## src/rtl/bus_arbiter_pkg.sv

```systemverilog
// Shared types and constants for the cache-port arbiter.
package bus_arbiter_pkg;
   localparam int unsigned ADDR_W  = 32;
   localparam int unsigned DATA_W  = 32;
   localparam int unsigned WPEND_W = 3;

   typedef enum logic [1:0] {IDLE, ADDR, RESP} arb_state_t;
   typedef logic [1:0] grant_t;

   localparam grant_t GRANT_NONE  = 2'b00;
   localparam grant_t GRANT_INSTR = 2'b01;
   localparam grant_t GRANT_DATA  = 2'b10;
endpackage

```

## src/rtl/axi.sv

```systemverilog
// Single-beat AXI-lite style channel bundle used by all arbiter ports.
interface axi;
   import bus_arbiter_pkg::*;

   logic [ADDR_W-1:0]   araddr;
   logic [2:0]          arprot;
   logic                arvalid;
   logic                arready;
   logic [DATA_W-1:0]   rdata;
   logic [1:0]          rresp;
   logic                rvalid;
   logic                rready;
   logic [ADDR_W-1:0]   awaddr;
   logic [2:0]          awprot;
   logic                awvalid;
   logic                awready;
   logic [DATA_W-1:0]   wdata;
   logic [DATA_W/8-1:0] wstrb;
   logic                wvalid;
   logic                wready;
   logic [1:0]          bresp;
   logic                bvalid;
   logic                bready;

   modport master (
      output araddr, arprot, arvalid, rready, awaddr, awprot, awvalid,
             wdata, wstrb, wvalid, bready,
      input  arready, rdata, rresp, rvalid, awready, wready, bresp, bvalid
   );

   modport slave (
      input  araddr, arprot, arvalid, rready, awaddr, awprot, awvalid,
             wdata, wstrb, wvalid, bready,
      output arready, rdata, rresp, rvalid, awready, wready, bresp, bvalid
   );
endinterface

```

## src/rtl/bus_arbiter_arb_pick.sv

```systemverilog
// Two-request picker: fixed priority, or round-robin when BUS_ARBITER_RR_EN is defined.
module arb_pick
   import bus_arbiter_pkg::*;
`ifndef BUS_ARBITER_RR_EN
#(
   parameter bit PRIO_DATA = 1'b1
)
`endif
(
`ifdef BUS_ARBITER_RR_EN
   input  logic   clk,
   input  logic   rst,
   input  logic   advance,
`endif
   input  logic   req_instr,
   input  logic   req_data,
   output grant_t pick_c
);

`ifdef BUS_ARBITER_RR_EN
   // 1 = data was granted last; reset favours data on the first contention
   logic last_grant_q, last_grant_d;

   always_comb begin
      last_grant_d = last_grant_q;
      if (advance) last_grant_d = (pick_c == GRANT_DATA);
   end

   always_ff @(posedge clk) begin
      if (rst) last_grant_q <= 1'b0;
      else     last_grant_q <= last_grant_d;
   end
`endif

   always_comb begin
      pick_c = GRANT_NONE;
      if (req_instr && req_data) begin
`ifdef BUS_ARBITER_RR_EN
         pick_c = last_grant_q ? GRANT_INSTR : GRANT_DATA;
`else
         pick_c = PRIO_DATA ? GRANT_DATA : GRANT_INSTR;
`endif
      end else if (req_data) begin
         pick_c = GRANT_DATA;
      end else if (req_instr) begin
         pick_c = GRANT_INSTR;
      end
   end

endmodule

```

## src/rtl/bus_arbiter.sv

```systemverilog
// Shares the cache AXI port between fetch (read-only) and memory stage (read/write).
// Optional round-robin read arbitration via BUS_ARBITER_RR_EN.
module bus_arbiter
   import bus_arbiter_pkg::*;
#(
   parameter int unsigned MAX_WR    = 2,
   parameter bit          PRIO_DATA = 1'b1
) (
   input  logic               aclk,
   input  logic               areset,
   axi.slave                  instr,
   axi.slave                  data,
   axi.master                 cache,
   output grant_t             grant,
   output logic [WPEND_W-1:0] wr_pending
);

   arb_state_t         state_q, state_d;
   grant_t             grant_q, grant_d;
   logic [WPEND_W-1:0] wr_pending_q, wr_pending_d;
   grant_t             pick_c;
   logic               start_c, wr_open_c, sel_data_c;
   logic               ar_hs_c, r_hs_c, aw_hs_c, b_hs_c;

   assign sel_data_c = grant_q[1];
   assign start_c    = (state_q == IDLE) && (wr_pending_q == '0) &&
                       (instr.arvalid || data.arvalid);
   // writes only flow while no read is in flight or starting this cycle
   assign wr_open_c  = !areset && (state_q == IDLE) && !start_c &&
                       (wr_pending_q < WPEND_W'(MAX_WR));

`ifdef BUS_ARBITER_RR_EN
   arb_pick u_pick (
      .clk       (aclk),
      .rst       (areset),
      .advance   (start_c),
      .req_instr (instr.arvalid),
      .req_data  (data.arvalid),
      .pick_c    (pick_c)
   );
`else
   arb_pick #(.PRIO_DATA(PRIO_DATA)) u_pick (
      .req_instr (instr.arvalid),
      .req_data  (data.arvalid),
      .pick_c    (pick_c)
   );
`endif

   // Read channel steering towards the granted master
   always_comb begin
      cache.arvalid = 1'b0;
      cache.araddr  = sel_data_c ? data.araddr : instr.araddr;
      cache.arprot  = sel_data_c ? data.arprot : instr.arprot;
      cache.rready  = 1'b0;
      instr.arready = 1'b0;
      data.arready  = 1'b0;
      instr.rvalid  = 1'b0;
      data.rvalid   = 1'b0;
      if (state_q == ADDR) begin
         cache.arvalid = sel_data_c ? data.arvalid : instr.arvalid;
         if (sel_data_c) data.arready  = cache.arready;
         else            instr.arready = cache.arready;
      end else if (state_q == RESP) begin
         cache.rready = sel_data_c ? data.rready : instr.rready;
         if (sel_data_c) data.rvalid  = cache.rvalid;
         else            instr.rvalid = cache.rvalid;
      end
   end

   assign instr.rdata = cache.rdata;
   assign instr.rresp = cache.rresp;
   assign data.rdata  = cache.rdata;
   assign data.rresp  = cache.rresp;

   assign cache.awvalid = data.awvalid & wr_open_c;
   assign data.awready  = cache.awready & wr_open_c;
   assign cache.awaddr  = data.awaddr;
   assign cache.awprot  = data.awprot;
   assign cache.wvalid  = data.wvalid & wr_open_c;
   assign data.wready   = cache.wready & wr_open_c;
   assign cache.wdata   = data.wdata;
   assign cache.wstrb   = data.wstrb;
   assign data.bvalid   = cache.bvalid;
   assign data.bresp    = cache.bresp;
   assign cache.bready  = data.bready;

   assign instr.awready = 1'b0;
   assign instr.wready  = 1'b0;
   assign instr.bvalid  = 1'b0;
   assign instr.bresp   = 2'b00;

   logic unused_instr_wr;
   assign unused_instr_wr = ^{instr.awvalid, instr.awaddr, instr.awprot, instr.wvalid,
                              instr.wdata, instr.wstrb, instr.bready};

   assign ar_hs_c = cache.arvalid & cache.arready;
   assign r_hs_c  = cache.rvalid & cache.rready;
   assign aw_hs_c = cache.awvalid & cache.awready;
   assign b_hs_c  = cache.bvalid & cache.bready;

   always_comb begin
      state_d      = state_q;
      grant_d      = grant_q;
      wr_pending_d = wr_pending_q;
      case (state_q)
         IDLE: if (start_c) begin
            state_d = ADDR;
            grant_d = pick_c;
         end
         ADDR: if (ar_hs_c) state_d = RESP;
         RESP: if (r_hs_c) begin
            state_d = IDLE;
            grant_d = GRANT_NONE;
         end
         default: begin
            state_d = IDLE;
            grant_d = GRANT_NONE;
         end
      endcase
      if (aw_hs_c && !b_hs_c && (wr_pending_q < WPEND_W'(MAX_WR)))
         wr_pending_d = wr_pending_q + WPEND_W'(1);
      else if (b_hs_c && !aw_hs_c && (wr_pending_q != '0))
         wr_pending_d = wr_pending_q - WPEND_W'(1);
   end

   always_ff @(posedge aclk) begin
      if (areset) begin
         state_q      <= IDLE;
         grant_q      <= GRANT_NONE;
         wr_pending_q <= '0;
      end else begin
         state_q      <= state_d;
         grant_q      <= grant_d;
         wr_pending_q <= wr_pending_d;
      end
   end

   assign grant      = grant_q;
   assign wr_pending = wr_pending_q;

   // The granted master must hold arvalid until the address is taken
   a_arvalid_hold: assert property (@(posedge aclk) disable iff (areset)
      (state_q == ADDR) |-> cache.arvalid);

endmodule

```

## src/flat_wrapper.sv

```systemverilog
// flat-port wrapper written by rule: the top's interface ports become plain ports
module bus_arbiter_flat import bus_arbiter_pkg::*;
#(
   parameter int unsigned MAX_WR    = 2,
   parameter bit          PRIO_DATA = 1'b1
)
  (aclk, areset, grant, wr_pending, instr_araddr, instr_arprot, instr_arvalid, instr_rready, instr_awaddr, instr_awprot, instr_awvalid, instr_wdata, instr_wstrb, instr_wvalid, instr_bready, instr_arready, instr_rdata, instr_rresp, instr_rvalid, instr_awready, instr_wready, instr_bresp, instr_bvalid, data_araddr, data_arprot, data_arvalid, data_rready, data_awaddr, data_awprot, data_awvalid, data_wdata, data_wstrb, data_wvalid, data_bready, data_arready, data_rdata, data_rresp, data_rvalid, data_awready, data_wready, data_bresp, data_bvalid, cache_araddr, cache_arprot, cache_arvalid, cache_rready, cache_awaddr, cache_awprot, cache_awvalid, cache_wdata, cache_wstrb, cache_wvalid, cache_bready, cache_arready, cache_rdata, cache_rresp, cache_rvalid, cache_awready, cache_wready, cache_bresp, cache_bvalid);
  axi instr_i ();
  axi data_i ();
  axi cache_i ();
  input  logic aclk;
  input  logic areset;
  output grant_t grant;
  output logic [WPEND_W-1:0] wr_pending;
  input wire logic [$bits(instr_i.araddr)-1:0] instr_araddr;
  input wire logic [$bits(instr_i.arprot)-1:0] instr_arprot;
  input wire logic [$bits(instr_i.arvalid)-1:0] instr_arvalid;
  input wire logic [$bits(instr_i.rready)-1:0] instr_rready;
  input wire logic [$bits(instr_i.awaddr)-1:0] instr_awaddr;
  input wire logic [$bits(instr_i.awprot)-1:0] instr_awprot;
  input wire logic [$bits(instr_i.awvalid)-1:0] instr_awvalid;
  input wire logic [$bits(instr_i.wdata)-1:0] instr_wdata;
  input wire logic [$bits(instr_i.wstrb)-1:0] instr_wstrb;
  input wire logic [$bits(instr_i.wvalid)-1:0] instr_wvalid;
  input wire logic [$bits(instr_i.bready)-1:0] instr_bready;
  output wire logic [$bits(instr_i.arready)-1:0] instr_arready;
  output wire logic [$bits(instr_i.rdata)-1:0] instr_rdata;
  output wire logic [$bits(instr_i.rresp)-1:0] instr_rresp;
  output wire logic [$bits(instr_i.rvalid)-1:0] instr_rvalid;
  output wire logic [$bits(instr_i.awready)-1:0] instr_awready;
  output wire logic [$bits(instr_i.wready)-1:0] instr_wready;
  output wire logic [$bits(instr_i.bresp)-1:0] instr_bresp;
  output wire logic [$bits(instr_i.bvalid)-1:0] instr_bvalid;
  input wire logic [$bits(data_i.araddr)-1:0] data_araddr;
  input wire logic [$bits(data_i.arprot)-1:0] data_arprot;
  input wire logic [$bits(data_i.arvalid)-1:0] data_arvalid;
  input wire logic [$bits(data_i.rready)-1:0] data_rready;
  input wire logic [$bits(data_i.awaddr)-1:0] data_awaddr;
  input wire logic [$bits(data_i.awprot)-1:0] data_awprot;
  input wire logic [$bits(data_i.awvalid)-1:0] data_awvalid;
  input wire logic [$bits(data_i.wdata)-1:0] data_wdata;
  input wire logic [$bits(data_i.wstrb)-1:0] data_wstrb;
  input wire logic [$bits(data_i.wvalid)-1:0] data_wvalid;
  input wire logic [$bits(data_i.bready)-1:0] data_bready;
  output wire logic [$bits(data_i.arready)-1:0] data_arready;
  output wire logic [$bits(data_i.rdata)-1:0] data_rdata;
  output wire logic [$bits(data_i.rresp)-1:0] data_rresp;
  output wire logic [$bits(data_i.rvalid)-1:0] data_rvalid;
  output wire logic [$bits(data_i.awready)-1:0] data_awready;
  output wire logic [$bits(data_i.wready)-1:0] data_wready;
  output wire logic [$bits(data_i.bresp)-1:0] data_bresp;
  output wire logic [$bits(data_i.bvalid)-1:0] data_bvalid;
  output wire logic [$bits(cache_i.araddr)-1:0] cache_araddr;
  output wire logic [$bits(cache_i.arprot)-1:0] cache_arprot;
  output wire logic [$bits(cache_i.arvalid)-1:0] cache_arvalid;
  output wire logic [$bits(cache_i.rready)-1:0] cache_rready;
  output wire logic [$bits(cache_i.awaddr)-1:0] cache_awaddr;
  output wire logic [$bits(cache_i.awprot)-1:0] cache_awprot;
  output wire logic [$bits(cache_i.awvalid)-1:0] cache_awvalid;
  output wire logic [$bits(cache_i.wdata)-1:0] cache_wdata;
  output wire logic [$bits(cache_i.wstrb)-1:0] cache_wstrb;
  output wire logic [$bits(cache_i.wvalid)-1:0] cache_wvalid;
  output wire logic [$bits(cache_i.bready)-1:0] cache_bready;
  input wire logic [$bits(cache_i.arready)-1:0] cache_arready;
  input wire logic [$bits(cache_i.rdata)-1:0] cache_rdata;
  input wire logic [$bits(cache_i.rresp)-1:0] cache_rresp;
  input wire logic [$bits(cache_i.rvalid)-1:0] cache_rvalid;
  input wire logic [$bits(cache_i.awready)-1:0] cache_awready;
  input wire logic [$bits(cache_i.wready)-1:0] cache_wready;
  input wire logic [$bits(cache_i.bresp)-1:0] cache_bresp;
  input wire logic [$bits(cache_i.bvalid)-1:0] cache_bvalid;
  assign instr_i.araddr = instr_araddr;
  assign instr_i.arprot = instr_arprot;
  assign instr_i.arvalid = instr_arvalid;
  assign instr_i.rready = instr_rready;
  assign instr_i.awaddr = instr_awaddr;
  assign instr_i.awprot = instr_awprot;
  assign instr_i.awvalid = instr_awvalid;
  assign instr_i.wdata = instr_wdata;
  assign instr_i.wstrb = instr_wstrb;
  assign instr_i.wvalid = instr_wvalid;
  assign instr_i.bready = instr_bready;
  assign instr_arready = instr_i.arready;
  assign instr_rdata = instr_i.rdata;
  assign instr_rresp = instr_i.rresp;
  assign instr_rvalid = instr_i.rvalid;
  assign instr_awready = instr_i.awready;
  assign instr_wready = instr_i.wready;
  assign instr_bresp = instr_i.bresp;
  assign instr_bvalid = instr_i.bvalid;
  assign data_i.araddr = data_araddr;
  assign data_i.arprot = data_arprot;
  assign data_i.arvalid = data_arvalid;
  assign data_i.rready = data_rready;
  assign data_i.awaddr = data_awaddr;
  assign data_i.awprot = data_awprot;
  assign data_i.awvalid = data_awvalid;
  assign data_i.wdata = data_wdata;
  assign data_i.wstrb = data_wstrb;
  assign data_i.wvalid = data_wvalid;
  assign data_i.bready = data_bready;
  assign data_arready = data_i.arready;
  assign data_rdata = data_i.rdata;
  assign data_rresp = data_i.rresp;
  assign data_rvalid = data_i.rvalid;
  assign data_awready = data_i.awready;
  assign data_wready = data_i.wready;
  assign data_bresp = data_i.bresp;
  assign data_bvalid = data_i.bvalid;
  assign cache_araddr = cache_i.araddr;
  assign cache_arprot = cache_i.arprot;
  assign cache_arvalid = cache_i.arvalid;
  assign cache_rready = cache_i.rready;
  assign cache_awaddr = cache_i.awaddr;
  assign cache_awprot = cache_i.awprot;
  assign cache_awvalid = cache_i.awvalid;
  assign cache_wdata = cache_i.wdata;
  assign cache_wstrb = cache_i.wstrb;
  assign cache_wvalid = cache_i.wvalid;
  assign cache_bready = cache_i.bready;
  assign cache_i.arready = cache_arready;
  assign cache_i.rdata = cache_rdata;
  assign cache_i.rresp = cache_rresp;
  assign cache_i.rvalid = cache_rvalid;
  assign cache_i.awready = cache_awready;
  assign cache_i.wready = cache_wready;
  assign cache_i.bresp = cache_bresp;
  assign cache_i.bvalid = cache_bvalid;
  bus_arbiter #(.MAX_WR(MAX_WR), .PRIO_DATA(PRIO_DATA)) u_core (.aclk(aclk), .areset(areset), .instr(instr_i), .data(data_i), .cache(cache_i), .grant(grant), .wr_pending(wr_pending));
endmodule
```

## config.mk

```make
export PLATFORM = sky130hd
export DESIGN_NAME = bus_arbiter_flat
export DESIGN_NICKNAME = d
export VERILOG_FILES = /design/src/rtl/bus_arbiter_pkg.sv /design/src/rtl/axi.sv /design/src/rtl/bus_arbiter_arb_pick.sv /design/src/rtl/bus_arbiter.sv /design/src/flat_wrapper.sv
export SDC_FILE = /design/constraint.sdc
export NUM_CORES = 1
export LEC_CHECK = 0
export CAP_MARGIN = 20
export CORE_AREA = 2 2 181 183
export DETAILED_ROUTE_END_ITERATION = 12
export DIE_AREA = 0 0 183 185
export MAX_ROUTING_LAYER = met4
export PLACE_DENSITY_LB_ADDON = 0.3
export SYNTH_ARGS = -nofsm -noshare
export SYNTH_HDL_FRONTEND = slang
export SYNTH_HIERARCHICAL = 1
export SYNTH_SLANG_ARGS = --single-unit
```

## constraint.sdc

```tcl
create_clock -name aclk -period 2.29 [get_ports aclk]
set_clock_uncertainty 0.1 [all_clocks]
set_input_delay 0.458 -clock aclk [delete_from_list [all_inputs] [get_ports aclk]]
set_output_delay 0.458 -clock aclk [all_outputs]
set_load 0.01 [all_outputs]
```

==> results of run 1 <==
[layout make-up]
type / instances / area share [%]
Clock buffer: 4 / 2.491
Tap cell: 408 / 16.13
Sequential cell: 7 / 4.626
Timing Repair Buffer: 163 / 50.97
Multi-Input combinational cell: 91 / 25.78
[per-stage QoR]
step	hold WS [ps]	instance area [um^2]
final	392.2	3164
after global routing	411.6	3164
after CTS	405.3	3128
after detailed placement	402.5	3010
after global placement	392.0	3010
after floorplan	394.1	2081
[per-layer routing]
layer  part of all wire [%]  vias up  global-route usage [%]  wire, um
met5                      0        -                       -         0
met4                    5.3        0                   2.464       388
met3                     12       56                   1.770       900
met2                     48      107                   6.530      3533
met1                     35      689                   3.828      2551
li1                       -      695                       -         -
[kinds of logic (layout without fill, tap and decap cells)]
logic type | count (synthesis) | after routing
buf+inv | 155 | 167
other cells | 1 | 5
mux | 39 | 39
flops | 7 | 7
fa+ha+maj | 1 | 1
compound gates | 17 | 17
simple gates | 29 | 29
[Yosys cell counts, types with 2 or more instances]
cell      instances
and2_2            4
or4b_1            2
nor2_1            4
nor2b_1           5
mux2_2           36
o21ai_0           2
dfxtp_1           7
buf_4           148
mux2i_1           2
a211oi_1          3
a21oi_1           6
nand2_1           5
clkbuf_1          6
and3_1            2
[state kept, by name, summed over array words and instances (netlist names)]
name and flops:
u_core/grant 2, u_core/state_q 2, u_core/wr_pending 3
[worst paths after layout]
kind / from / endpoint / slack (ps) / depth (start not counted)
min reg2reg: u_core/grant[0] / u_core/grant[0] / 390 / 2
min: u_core/grant[0] / u_core/grant[0] / 390 / 2
max reg2reg: u_core/wr_pending[1] / u_core/wr_pending[2] / 150 / 9
max: u_core/grant[1] / cache_araddr[11] / 60 / 3
[timing repair]
item | CTS | global route
setup endpoints to repair | 9 | 7
pin swaps | 3 | 3
resized for setup | 36 | 9
cloned | 1 | 1
setup buffers | 2 | 0
[report_power, final]
group	leakage [nW]	internal, mW	switching, mW
Sequential	0.0585	0.135	0.0167
Combinational	1.10	0.429	0.229
Clock	0.0382	0.231	0.0619
Total	1.20	0.795	0.308
[cell usage in the layout, fill, tap and decap left out, drive strengths merged, types with 3 or more instances in the layout]
cell	count
nor2b	5
dfxtp	7
and2	5
a211oi	3
nor2	4
dlymetal6s2s	6
mux2	37
clkbuf	5
clkdlybuf4s50	110
a21oi	7
dlygate4sd2	15
nand2	5
buf	30
conb	5
[critical path, cell delays in order, from the launching register on]
cell and delay [ps]:
dfxtp_4 410, buf_12 170, mux2_2 370, clkdlybuf4s50_1 480
==> impl_metrics.env, run 1 <==
export IMPL_grt_pass1_vias=1680
export IMPL_synth_area_per_cell_um2=8.296
export IMPL_area_delta_synth_final_pct=53.18
export IMPL_synth_compound_area_share_pct=5.633
export IMPL_power_density_mw_per_mm2=348.7
export IMPL_worstSetupPathType="reg -> out"
export IMPL_clock_sinks=7
export IMPL_timing_final_max_slew_violations=0
export IMPL_floorplan_initialDensity_pct=6.447
export IMPL_cp_end_kind="output pin"
export IMPL_dp_final_hpwl_mm=5.850
export IMPL_final_seq_area_um2=146.4
export IMPL_synthDistinctLibCells=31
export IMPL_run_status="finished clean"
export IMPL_clk_pin_slew_worst_paths_ps=40
export IMPL_startpoint_type="flop"
export IMPL_max_clock_path_buffers=2
export IMPL_grt_overflow_total=0
export IMPL_num_rows=66
export IMPL_drive_gt1_share_pct=32.83
export IMPL_preCtsSetupSlack_ps=-490.0
export IMPL_maxCapViolations=0
export IMPL_io_pins=463
export IMPL_detail_route_drc_violations=0
export IMPL_synth_area_leader_cell="buf_4"
export IMPL_main_combinational_cell_family_by_area_after_synthesis="buffers and inverters"
export IMPL_dp_cells=665
export IMPL_clock_tree_htree_level_count=1
export IMPL_design_die_area_mm2=0.03386
export IMPL_drtIter0Drc=39
export IMPL_grt_start_max_net_pins=23
export IMPL_yosys_area_share_xor_xnor_pct=0
export IMPL_syn_cell_area_mm2=0.002066
export IMPL_seq_area_frac_synth_pct=6.784
export IMPL_placeableCoreArea_mm2=0.03204
export IMPL_antenna_found_initial=0
export IMPL_cp_max_fo=11
export IMPL_port_buffer_count=135
export IMPL_die_x_um=183
export IMPL_grtUsageTotal_pct=3.961
export IMPL_crit_arrival_ps=1680
export IMPL_gp_weighted_congestion=0.6290
export IMPL_synth_adder_area_share_pct=0.9691
export IMPL_fin_total_pwr_mw=1.103
export IMPL_post_synth_mux_area_share_pct=21.32
export IMPL_timing_final_hold_violations=0
export IMPL_first_pass_iters=3
export IMPL_finish_utilization_pct=9.876
export IMPL_avgViaCountPerCell=2.299
export IMPL_clock_latency_ps=230
export IMPL_synth_enable_flop_cells=0
export IMPL_die_height_um=185
export IMPL_cts_root_buffer_cell="clkbuf_16"
export IMPL_final_antenna_net_count=0
export IMPL_finalCriticalPeriod_ps=2235
export IMPL_postSynth_asyncResetShare_pct=0
export IMPL_total_leakage_power_nw=1.200
export IMPL_synth_ff_type="dfxtp_1"
export IMPL_antenna_cells=0
export IMPL_synthesized_netlist_cell_count=249
export IMPL_number_of_buffers_inserted_for_hold_repair_after_clock_tree_synthesis=0
export IMPL_tritoncts="yes"
export IMPL_yosysWarnings=6
export IMPL_postSynthRegisterBits=7
export IMPL_wire_length_of_the_first_global_routing_pass_mm=9.756
export IMPL_cts_buffers=3
export IMPL_timing_fmax_mhz=447.4
export IMPL_setup_total_negative_slack_ps=0
export IMPL_area_of_the_multi_input_gates_um2=815.8
export IMPL_fill_cells=3715
export IMPL_yosys_area_top_type_share_pct=53.79
export IMPL_timing_final_ws_setup_ps=55.08
export IMPL_worst_relative_slew_slack_pct=60.78
export IMPL_finalNetCount=532
export IMPL_number_of_cells_in_the_finished_layout_apart_from_fillers=673
export IMPL_grt_setup_unrepaired="yes"
export IMPL_synth_area_top_cells="buf_4, mux2_2, dfxtp_1, nor2b_1, a21oi_1"
export IMPL_peakVddDrop_uv=178.4
export IMPL_final_period_utilization_pct=97.59
export IMPL_synth_simple_gate_area_share_pct=9.994
export IMPL_worst_hold_path_type="reg -> reg"
export IMPL_setup_violations=0
export IMPL_tightest_slew_ps=580.9
export IMPL_routed_via_count=1547
export IMPL_avgRoutedWirePerCell_um=10.96
export IMPL_totalWireLength_mm=7.374
export IMPL_critical_path_required_ps=1730
(Power assumes the default switching activity.)
==> run 2: changes to the inputs <==
Settings changed: GPL_ROUTABILITY_DRIVEN set to 0, PLACE_DENSITY set to 0.36, PLACE_DENSITY_LB_ADDON 0.3 to unset.
==> impl_metrics.env, run 2 (synthesis results as in run 1) <==
export IMPL_grt_pass1_vias=1542
export IMPL_placed_area_mm2=0.002975
export IMPL_clock_sinks=7
export IMPL_worstSetupPathType="reg -> reg"
export IMPL_total_leakage_power_nw=1.160
export IMPL_timing_final_hold_violations=0
export IMPL_antenna_cells=0
export IMPL_avgRoutedWirePerCell_um=11.72
export IMPL_floorplan_initialDensity_pct=6.447
export IMPL_die_x_um=183
export IMPL_tightest_slew_ps=818.2
export IMPL_path_buf_inv=3
export IMPL_post_route_cell_area_mm2=0.003163
export IMPL_area_of_the_multi_input_gates_um2=850.8
export IMPL_finalCriticalPeriod_ps=2288
export IMPL_whs_ps=371.6
export IMPL_worst_relative_slew_slack_pct=44.76
export IMPL_maxCapViolations=0
export IMPL_tritoncts="yes"
export IMPL_worst_hold_path_type="reg -> reg"
export IMPL_cpLargestDelayFamily="simple AND/OR/NAND/NOR gates"
export IMPL_totalWireLength_mm=7.889
export IMPL_fill_cells=3706
export IMPL_run_status="finished clean"
export IMPL_drive_gt1_share_pct=35.47
export IMPL_cts_buffers=3
export IMPL_number_of_buffers_inserted_for_hold_repair_after_clock_tree_synthesis=0
export IMPL_grt_setup_unrepaired="yes"
export IMPL_area_delta_synth_final_pct=53.12
export IMPL_antenna_found_initial=0
export IMPL_slowest_stage="fa_2"
export IMPL_timing_fmax_mhz=437.1
export IMPL_crit_arrival_ps=2290
export IMPL_finish_utilization_pct=9.872
export IMPL_cp_max_fo=2
export IMPL_detail_route_drc_violations=0
export IMPL_die_height_um=185
export IMPL_peakVddDrop_uv=145.1
export IMPL_first_pass_iters=4
export IMPL_grt_overflow_total=0
export IMPL_setup_violations=0
export IMPL_final_antenna_net_count=0
export IMPL_clock_latency_ps=230
export IMPL_grt_start_max_net_pins=31
export IMPL_placeableCoreArea_mm2=0.03204
export IMPL_num_rows=66
export IMPL_grtUsageTotal_pct=4.288
export IMPL_final_seq_area_um2=147.6
export IMPL_setup_total_negative_slack_ps=0
export IMPL_crit_path_cell_trace="nor4_4 > nor3b_4 > buf_4 > nand2_4 > fa_2 > a211oi_4 > buf_4 > buf_4 > a211oi_2"
export IMPL_critical_path_required_ps=2300
export IMPL_design_die_area_mm2=0.03386
export IMPL_wire_length_of_the_first_global_routing_pass_mm=10.21
export IMPL_cp_end_kind="flop"
export IMPL_avgViaCountPerCell=2.315
export IMPL_largest_register_ffs=3
export IMPL_port_buffer_count=135
export IMPL_cpPeakStageDelay_ps=390
export IMPL_timing_final_max_slew_violations=0
export IMPL_most_prevalent_standard_cell_on_the_critical_path="buf_4"
export IMPL_cts_root_buffer_cell="clkbuf_16"
export IMPL_routed_via_count=1558
export IMPL_power_density_mw_per_mm2=353.9
export IMPL_final_period_utilization_pct=99.91
export IMPL_io_pins=463
export IMPL_top_library_cells_by_usage_in_the_layout_fill_and_taps_aside="clkdlybuf4s50_1, mux2_2, buf_4"
export IMPL_clock_tree_htree_level_count=1
export IMPL_finalNetCount=532
export IMPL_dp_final_hpwl_mm=6.638
export IMPL_max_clock_path_buffers=2
export IMPL_clk_pin_slew_worst_paths_ps=40
export IMPL_drtIter0Drc=19
export IMPL_startpoint_type="flop"
export IMPL_final_common_cell="clkdlybuf4s50_1"
## run 2: cell count changes in the layout (fill, tap and decap cells not counted), moves of 2 or more
cell             before  now
dlygate4sd2_1        15    6
nor2b_1               5    3
clkdlybuf4s50_1     110  122
buf_4                22   25
dlymetal6s2s_1        6    3
clkbuf_2              0    3
buf_2                 4    1
nor2b_2               0    2
## run 2: final cells by class
| cell class | instances | area share, % |
|---|---|---|
| sequential | 7 | 4.668 |
| clock buffer | 4 | 2.492 |
| timing repair buffer | 163 | 49.80 |
| tap | 408 | 16.14 |
| multi-input combinational | 91 | 26.90 |
## run 2: report_power, final
group | switching [mW] | total (mW) | leakage (nW) | internal, mW
sequential | 0.0128 | 0.148 | 0.0590 | 0.135
combinational | 0.245 | 0.676 | 1.06 | 0.431
clock | 0.0644 | 0.296 | 0.0382 | 0.231
total | 0.322 | 1.12 | 1.16 | 0.798
## run 2: final timing paths
check | from | endpoint | slack (ps) | depth (start not counted)
worst max-delay path | u_core/wr_pending[1] | u_core/wr_pending[2] | 2 | 9
worst min-delay path | u_core/grant[0] | u_core/grant[0] | 370 | 2
worst max register to register | u_core/wr_pending[1] | u_core/wr_pending[2] | 2 | 9
worst min register to register | u_core/grant[0] | u_core/grant[0] | 370 | 2
## run 2: metrics by stage
step | total power, mW | setup slack (ps) | std cells
after global routing | 1.187 | -91.10 | 673
after CTS | 1.116 | 5.500 | 669
after detailed placement | 0.7986 | -447.6 | 662
final | 1.119 | 2.032 | 673
after floorplan | 0.6471 | 126.0 | 253
after global placement | 0.8027 | -443.5 | 662
## run 2: tightest hold or removal path: cells and delay by family, from the launching register on
kind	cells	cell delay [ps]
DFF	1	300
AOI/OAI and AO/OA	2	130
## run 2: metal layers
layer  up-vias  wire length [um]  global-route usage (%)  share of wire, %
li1        695                 -                       -                 -
met1       658              3259                   5.166                41
met2       146              3150                   5.682                40
met3        59               976                   1.671                12
met4         0               503                   3.232               6.4
met5         -                 0                       -                 0
## run 2: what timing repair did
action / in CTS / in global routing
pin swaps: 3 / 4
gates resized for setup: 20 / 18
endpoints found under the setup margin: 12 / 13
gates cloned: 0 / 1
endpoints found under the hold margin: 0 / 0
buffers inserted: 3 / 3
